--- src/rtl/nibble_serial_adder_pkg.sv ---
// Shared types and constants for the nibble-serial adder and its 4-bit datapath.
package nibble_serial_adder_pkg;

    localparam int NIBBLE_W = 4;

    typedef enum logic [1:0] {
        IDLE = 2'd0,
        ADD  = 2'd1,
        DONE = 2'd2
    } state_e;

endpackage

--- src/rtl/nibble_serial_adder_adder2.sv ---
// adder2: plain 4-bit ripple-carry adder reused as the serial adder's datapath.
module adder2
    import nibble_serial_adder_pkg::*;
(
    input  logic [NIBBLE_W-1:0] a,
    input  logic [NIBBLE_W-1:0] b,
    input  logic                cin,
    output logic [NIBBLE_W-1:0] sum,
    output logic                cout
);

    logic [NIBBLE_W:0] carry;

    assign carry[0] = cin;

    generate
        for (genvar gi = 0; gi < NIBBLE_W; gi++) begin : g_bit
            assign sum[gi]      = a[gi] ^ b[gi] ^ carry[gi];
            assign carry[gi+1]  = (a[gi] & b[gi]) | (carry[gi] & (a[gi] ^ b[gi]));
        end
    endgenerate

    assign cout = carry[NIBBLE_W];

endmodule

--- src/rtl/nibble_serial_adder.sv ---
// Sequential WIDTH-bit adder: one operand pair is pushed through a single adder2,
// one nibble per cycle LSB first, with the carry held in a register between nibbles.
module nibble_serial_adder
    import nibble_serial_adder_pkg::*;
#(
    parameter int WIDTH   = 16,
    parameter int NIBBLES = WIDTH / NIBBLE_W
) (
    input  logic             clk,
    input  logic             rst,
    input  logic             in_valid,
    output logic             in_ready,
    input  logic [WIDTH-1:0] a,
    input  logic [WIDTH-1:0] b,
    input  logic             cin,
    output logic             out_valid,
    input  logic             out_ready,
    output logic [WIDTH-1:0] sum,
    output logic             cout
);

    localparam int CNT_W = (NIBBLES > 1) ? $clog2(NIBBLES) : 1;
    localparam logic [CNT_W-1:0] LAST_NIB = CNT_W'(NIBBLES - 1);

    state_e             state_q, state_d;
    logic [WIDTH-1:0]   a_sh_q, a_sh_d;
    logic [WIDTH-1:0]   b_sh_q, b_sh_d;
    logic [WIDTH-1:0]   result_q, result_d;
    logic               carry_q, carry_d;
    logic [CNT_W-1:0]   cnt_q, cnt_d;

    logic [NIBBLE_W-1:0] nib_sum;
    logic                nib_cout;
    logic [WIDTH-1:0]    nib_ext;

    adder2 u_adder2 (
        .a    (a_sh_q[NIBBLE_W-1:0]),
        .b    (b_sh_q[NIBBLE_W-1:0]),
        .cin  (carry_q),
        .sum  (nib_sum),
        .cout (nib_cout)
    );

    // Zero-extended so the MSB-end insertion also works when WIDTH == NIBBLE_W.
    assign nib_ext  = WIDTH'(nib_sum);

    assign in_ready = (state_q == IDLE) & ~rst;
    assign sum      = result_q;
    assign cout     = carry_q;

    always_comb begin
        state_d   = state_q;
        a_sh_d    = a_sh_q;
        b_sh_d    = b_sh_q;
        result_d  = result_q;
        carry_d   = carry_q;
        cnt_d     = cnt_q;
        out_valid = 1'b0;

        case (state_q)
            IDLE: begin
                if (in_valid && in_ready) begin
                    a_sh_d  = a;
                    b_sh_d  = b;
                    carry_d = cin;
                    cnt_d   = '0;
                    state_d = ADD;
                end
            end
            ADD: begin
                result_d = (result_q >> NIBBLE_W) | (nib_ext << (WIDTH - NIBBLE_W));
                carry_d  = nib_cout;
                a_sh_d   = a_sh_q >> NIBBLE_W;
                b_sh_d   = b_sh_q >> NIBBLE_W;
                cnt_d    = cnt_q + CNT_W'(1);
                if (cnt_q == LAST_NIB) begin
                    state_d = DONE;
                end
            end
            DONE: begin
                out_valid = 1'b1;
                if (out_ready) begin
                    state_d = IDLE;
                end
            end
            default: begin
                state_d = IDLE;
            end
        endcase
    end

    always_ff @(posedge clk) begin
        if (rst) begin
            state_q  <= IDLE;
            a_sh_q   <= '0;
            b_sh_q   <= '0;
            result_q <= '0;
            carry_q  <= 1'b0;
            cnt_q    <= '0;
        end else begin
            state_q  <= state_d;
            a_sh_q   <= a_sh_d;
            b_sh_q   <= b_sh_d;
            result_q <= result_d;
            carry_q  <= carry_d;
            cnt_q    <= cnt_d;
        end
    end

endmodule

--- config.mk ---
export PLATFORM = sky130hd
export DESIGN_NAME = nibble_serial_adder
export DESIGN_NICKNAME = d
export VERILOG_FILES = /design/src/rtl/nibble_serial_adder_pkg.sv /design/src/rtl/nibble_serial_adder_adder2.sv /design/src/rtl/nibble_serial_adder.sv
export SDC_FILE = /design/constraint.sdc
export NUM_CORES = 1
export LEC_CHECK = 0
export CAP_MARGIN = 25
export CELL_PAD_IN_SITES_DETAIL_PLACEMENT = 2
export CELL_PAD_IN_SITES_GLOBAL_PLACEMENT = 2
export CORE_UTILIZATION = 29
export DETAILED_ROUTE_END_ITERATION = 10
export GPL_TIMING_DRIVEN = 0
export PLACE_DENSITY_LB_ADDON = 0.1
export SYNTH_ARGS = -nofsm -noshare
export SYNTH_HDL_FRONTEND = slang
export SYNTH_SLANG_ARGS = --single-unit
--- constraint.sdc ---
create_clock -name clk -period 2.4 [get_ports clk]
set_clock_uncertainty 0.15 [all_clocks]
set_input_delay 0.36 -clock clk [delete_from_list [all_inputs] [get_ports clk]]
set_output_delay 0.36 -clock clk [all_outputs]
set_load 0.02 [all_outputs]
Word level (Yosys, flattened, before mapping)
Index checks and enable logic that the tools add are counted.
- register bits: 53
- output and inout bits: 19
- logic and storage cells: 54
- add/subtract/negate cells: 1
- equality and inequality tests: 6
- multiplexer cells: 13
- bitwise logic cells: 23
- reduce and logical (&&, ||, !) cells: 5
- operator list (kind ; number):
    16-bit case mux with 2 select lines ; 2
    16-bit two-way mux ; 2
    12-bit by 16-bit bitwise OR with 16-bit output ; 1
    1-bit AND ; 9
    2-bit two-way mux ; 4
    1-bit bitwise XOR ; 8
    2-bit case mux with 3 select lines ; 1
    2-bit equality test (second input constant) ; 2
    2-bit != test (second input constant) ; 2
    1-bit bitwise OR ; 4
    2-bit case mux with 2 select lines ; 1
    3-bit AND reduction ; 1
    2-bit by 1-bit adder with 2-bit output (second input constant) ; 1
    2-bit by 1-bit equality test with 1-bit output (second input constant) ; 1
    2-bit logical NOT ; 1
    1-bit two-way mux ; 2
    2-bit by 1-bit != test with 1-bit output (second input constant) ; 1
    1-bit case mux with 2 select lines ; 1
    2-bit AND reduction ; 1
    2-bit nonzero test ; 1
    1-bit logical AND ; 1
    1-bit inverter ; 1

Longest topological paths before layout
- depth after elaboration: 10
- mapped depth: 9
- gate-level depth less buffers: 9

By module
Synthesis repeated with hierarchy kept, for this count alone.
- cell total of the unflattened synthesis: 246
- area total of the unflattened synthesis: 2277.2 sq um
- by module, submodules not included (module ; instances ; cells an instance ; area each (sq um) ; seq. area each (sq um)):
    nibble_serial_adder ; 1 ; 232 ; 2159.6 ; 1061.0
    adder2 ; 1 ; 14 ; 117.6 ; 0.0

Worst setup path before layout
No wires, ideal clock.
- path kind: reg-to-reg
- from: reg carry_q, in the netlist cout
- to: reg result_q[15], in the netlist sum[15]
- library setup time: 0.079 ns
- arrival: 2.040 ns
- required time: 2.171 ns
- slack: 0.131 ns
- cell stages (with the launch flop): 9
- clock period less this slack: 2.269 ns
- path through: dfxtp_1 > fa_1 > inv_1 > fa_1 > inv_1 > fa_1 > inv_1 > fa_1 > a211oi_2
- longest elaborated chain between the ends: 8
- ends and longest elaborated chain (what ; RTL line ; RTL):
    start: declaration ; nibble_serial_adder.sv:29 ; logic carry_q, carry_d;
    start signal: assignment ; nibble_serial_adder.sv:105 ; carry_q <= carry_d;
    1-bit AND ; nibble_serial_adder_adder2.sv:19 ; assign carry[gi+1] = (a[gi] & b[gi]) | (carry[gi] & (a[gi] ^ b[gi]));
    1-bit bitwise OR ; nibble_serial_adder_adder2.sv:19 ;
    1-bit AND ; nibble_serial_adder_adder2.sv:19 ;
    1-bit bitwise OR ; nibble_serial_adder_adder2.sv:19 ;
    1-bit AND ; nibble_serial_adder_adder2.sv:19 ;
    1-bit bitwise OR ; nibble_serial_adder_adder2.sv:19 ;
    1-bit bitwise XOR ; nibble_serial_adder_adder2.sv:18 ; assign sum[gi] = a[gi] ^ b[gi] ^ carry[gi];
    12-bit by 16-bit bitwise OR with 16-bit output ; nibble_serial_adder.sv:71 ; result_d = (result_q >> NIBBLE_W) | (nib_ext << (WIDTH - NIBBLE_W));
    end signal: assignment ; nibble_serial_adder.sv:104 ; result_q <= result_d;
    end: declaration ; nibble_serial_adder.sv:28 ; logic [WIDTH-1:0] result_q, result_d;
No other way between the ends.
A chain may end at the register's enable or synchronous reset.

Final worst setup path
Same ends and word-level chain as after synthesis.

==> impl_metrics.yaml <==
timing:
  drv_slew: 0
  setup_viol: 0
  finalHoldViolations: 0
  tightest_slew_ps: 593
  rsz0062_at_grt: "false"
  max_freq_mhz: 439
  slew_headroom_pct: 60.5
  whs_ps: 314
  min_period_ps: 2280
  finalCritPeriodShare_pct: 94.8
  fin_tns_setup_ps: 0
  fin_ws_ps: 125
synth:
  netlist_instances: 247
  ys_types: 29
  synth_top_area_cell: "dfxtp_1"
  syn_area_sq_um: 2290
  avgSynthCellArea_sq_um: 9.25
  synth_warnings: 0
  synth_seq_cells: 53
  yosys.area.top_type_share_pct: 46.4
  syn_nets: 289
  ys_seq_area_share_pct: 46.4
  ys_top_cells_by_area: "dfxtp_1 (46%), o221a_1 (9.9%), a21oi_1 (8.8%), nand2_1 (5.6%), inv_1 (5.1%)"
critical_path:
  cp_max_fo: 3
  path_buf_inv: 3
  cp-start-kind: "flop"
  crit_cells: 8
  cpMostUsedCell: "fa_1"
  endpoint: "sum[15]"
  crit_required_ps: 2490
  slowest_delay_ps: 420
  startpoint: "cout"
  reg2reg_slack_ps: 120
  critPathArrivalTime_ps: 2360
  end_kind: "flop"
  cp_slowest_cell: "fa_1"
  r2r_cells: 8
  cp_cell_sequence: "fa_1 -> inv_1 -> fa_1 -> inv_1 -> fa_1 -> inv_1 -> fa_1 -> a211oi_2"
  worst_r2r_endpoint: "sum[15]"
  worstSetupPathType: "flop to flop"
  r2r-start: "cout"
  path_delay_family: "adder cells"
routing:
  via_per_inst: 4.87
  vias: 1997
  wl_met3_um: 194
  routed_wl_mm: 6.47
  drt-pass1-iter-count: 4
  drcViolationCount: 0
  dr.max_layer_used: "met4"
  wl_met1_mm: 2.95
  wl_met2_mm: 3.26
  drt-wirelength-per-cell_um: 15.8
  first_iter_violations: 67
  ant_nets: 0
placed_design:
  pre_cts_ws_ps: -3.00
  gp_congestion: 0.705
  dp_hpwl_mm: 4.95
  io_buffers: 53
floorplanning:
  fp.dieW_um: 90.8
  rows: 32
  boundaryPins: 56
  dieHeight_um: 90.8
  die_area_sq_um: 8240
  start_util_pct: 29.7
  core_area_sq_um: 7690
clocking:
  path_clk_slew_ps: 100
  hold_buffers: 0
  cts-root-buf: "clkbuf_8"
  cts_made_buffers: 5
  cts_setup_buffers: 0
  clock_latency_ps: 310
  clock_sinks: 53
  htreeDepth: 2
  cts_tree: "built"
  cts_buffer_depth: 2
pwr:
  ir_drop_uv: 185
  p_per_area_nw_per_um2: 601
  power_leakage_nw: 1.09
run_status:
  status: "complete, no violations"
global_routing:
  grt_pass1_vias: 2081
  antenna_found_initial: 0
  grt_pass1_wl_mm: 10.6
  grt_max_degree: 16
  grt_use_total_pct: 16.4
  overflow: 0
cells_and_area:
  drive_above_1_share_pct: 10.1
  regArea_sq_um: 1060
  nNetsFinal: 349
  fillers: 883
  multi_input_area_sq_um: 965
  syn2layout_area_growth_pct: 32.6
  finish.utilization_pct: 39.4
  antennaDiodeCount: 0
flow_run:
  max_cap_violations: 0
worst_hold_path:
  min_path_type: "flop to flop"
## area by class of cell
class / instances / share of cell area, %
Multi-Input combinational cell: 142 / 31.8
Clock buffer: 7 / 2.52
Tap cell: 102 / 4.21
Clock inverter: 1 / 0.248
Buffer: 21 / 4.79
Sequential cell: 53 / 35.1
Timing Repair Buffer: 53 / 17.5
Inverter: 31 / 3.84
## cells in the mapped netlist
library cell / n
a211oi_1: 1
a211oi_2: 2
a21oi_1: 40
a22oi_1: 3
a2bb2oi_1: 6
and2b_4: 1
buf_1: 3
buf_2: 4
buf_4: 2
buf_6: 7
clkbuf_1: 5
dfxtp_1: 53
fa_1: 4
ha_1: 1
inv_1: 31
mux2i_1: 1
nand2_1: 34
nand2b_1: 3
nand3b_1: 1
nor2_1: 7
nor2_2: 1
nor2b_1: 2
nor3_1: 1
nor3b_1: 1
o21bai_1: 1
o221a_1: 20
o221a_2: 5
o22ai_1: 6
or2_2: 1
## registers in the layout, summed over array words and instances (netlist names)
register,flops
state_q,2
cnt_q,2
sum,16
b_sh_q,16
a_sh_q,16
cout,1
## worst min-delay path, delay by kind of cell, from the launching register on
kind,cells,cell delay [ps]
and+or+nand+nor,1,50
DFF,1,320
AOI/OAI and AO/OA,1,50
## kinds of logic after synthesis
logic type	synth area share, %
AO/OA/AOI/OAI	27.8
adder cells (fa/ha/maj)	4.05
buffers and inverters	11.4
flip-flops	46.4
multiplexers	0.438
AND/OR/NAND/NOR	9.96
## what timing repair did
item / 4_1_cts / 5_1_grt
gates resized for setup: 1 / 1
pin swaps: 0 / 0
endpoints found under the setup margin: 1 / 1
## placed cells by master (no fill, tap or decap), drive strengths merged, types with 4 or more instances in the layout
cell / count
clkdlybuf4s50: 53
dfxtp: 53
a21oi: 40
nand2: 34
inv: 31
o221a: 25
buf: 16
clkbuf: 12
nor2: 8
a2bb2oi: 6
o22ai: 6
fa: 4
## stage by stage
step / instances / power [mW] / instance area, sq um
final: 410 / 1.82 / 3030
after global placement: 402 / 1.33 / 2940
after CTS: 410 / 1.85 / 3030
after detailed placement: 402 / 1.34 / 2940
after global routing: 410 / 1.92 / 3030
after floorplan: 247 / 1.19 / 2290
## per-layer routing
| layer | vias up | track usage, % |
|---|---|---|
| li1 | 971 | - |
| met1 | 984 | 20.4 |
| met2 | 34 | 29.1 |
| met3 | 8 | 3.20 |
| met4 | 0 | 3.97 |
| met5 | - | 0 |
## power by group
| group | internal, mW | switching, mW | total (mW) | leakage, nW |
|---|---|---|---|---|
| clock | 0.208 | 0.299 | 0.506 | 0.0385 |
| combinational | 0.174 | 0.165 | 0.339 | 0.615 |
| sequential | 0.938 | 0.0379 | 0.976 | 0.436 |
| total | 1.32 | 0.502 | 1.82 | 1.09 |
## worst min-delay path by stage
stage,startpoint,endpoint,slack (ps),depth (start not counted)
finish,sum[1],sum[1],310,2
detailed placement,sum[1],sum[1],310,2
global route,sum[0],sum[0],340,2
floorplan,a_sh_q[12],a_sh_q[12],300,2
CTS,sum[0],sum[0],320,2
global placement,sum[0],sum[0],300,2
Note: power is estimated with default switching activity, not from simulation.
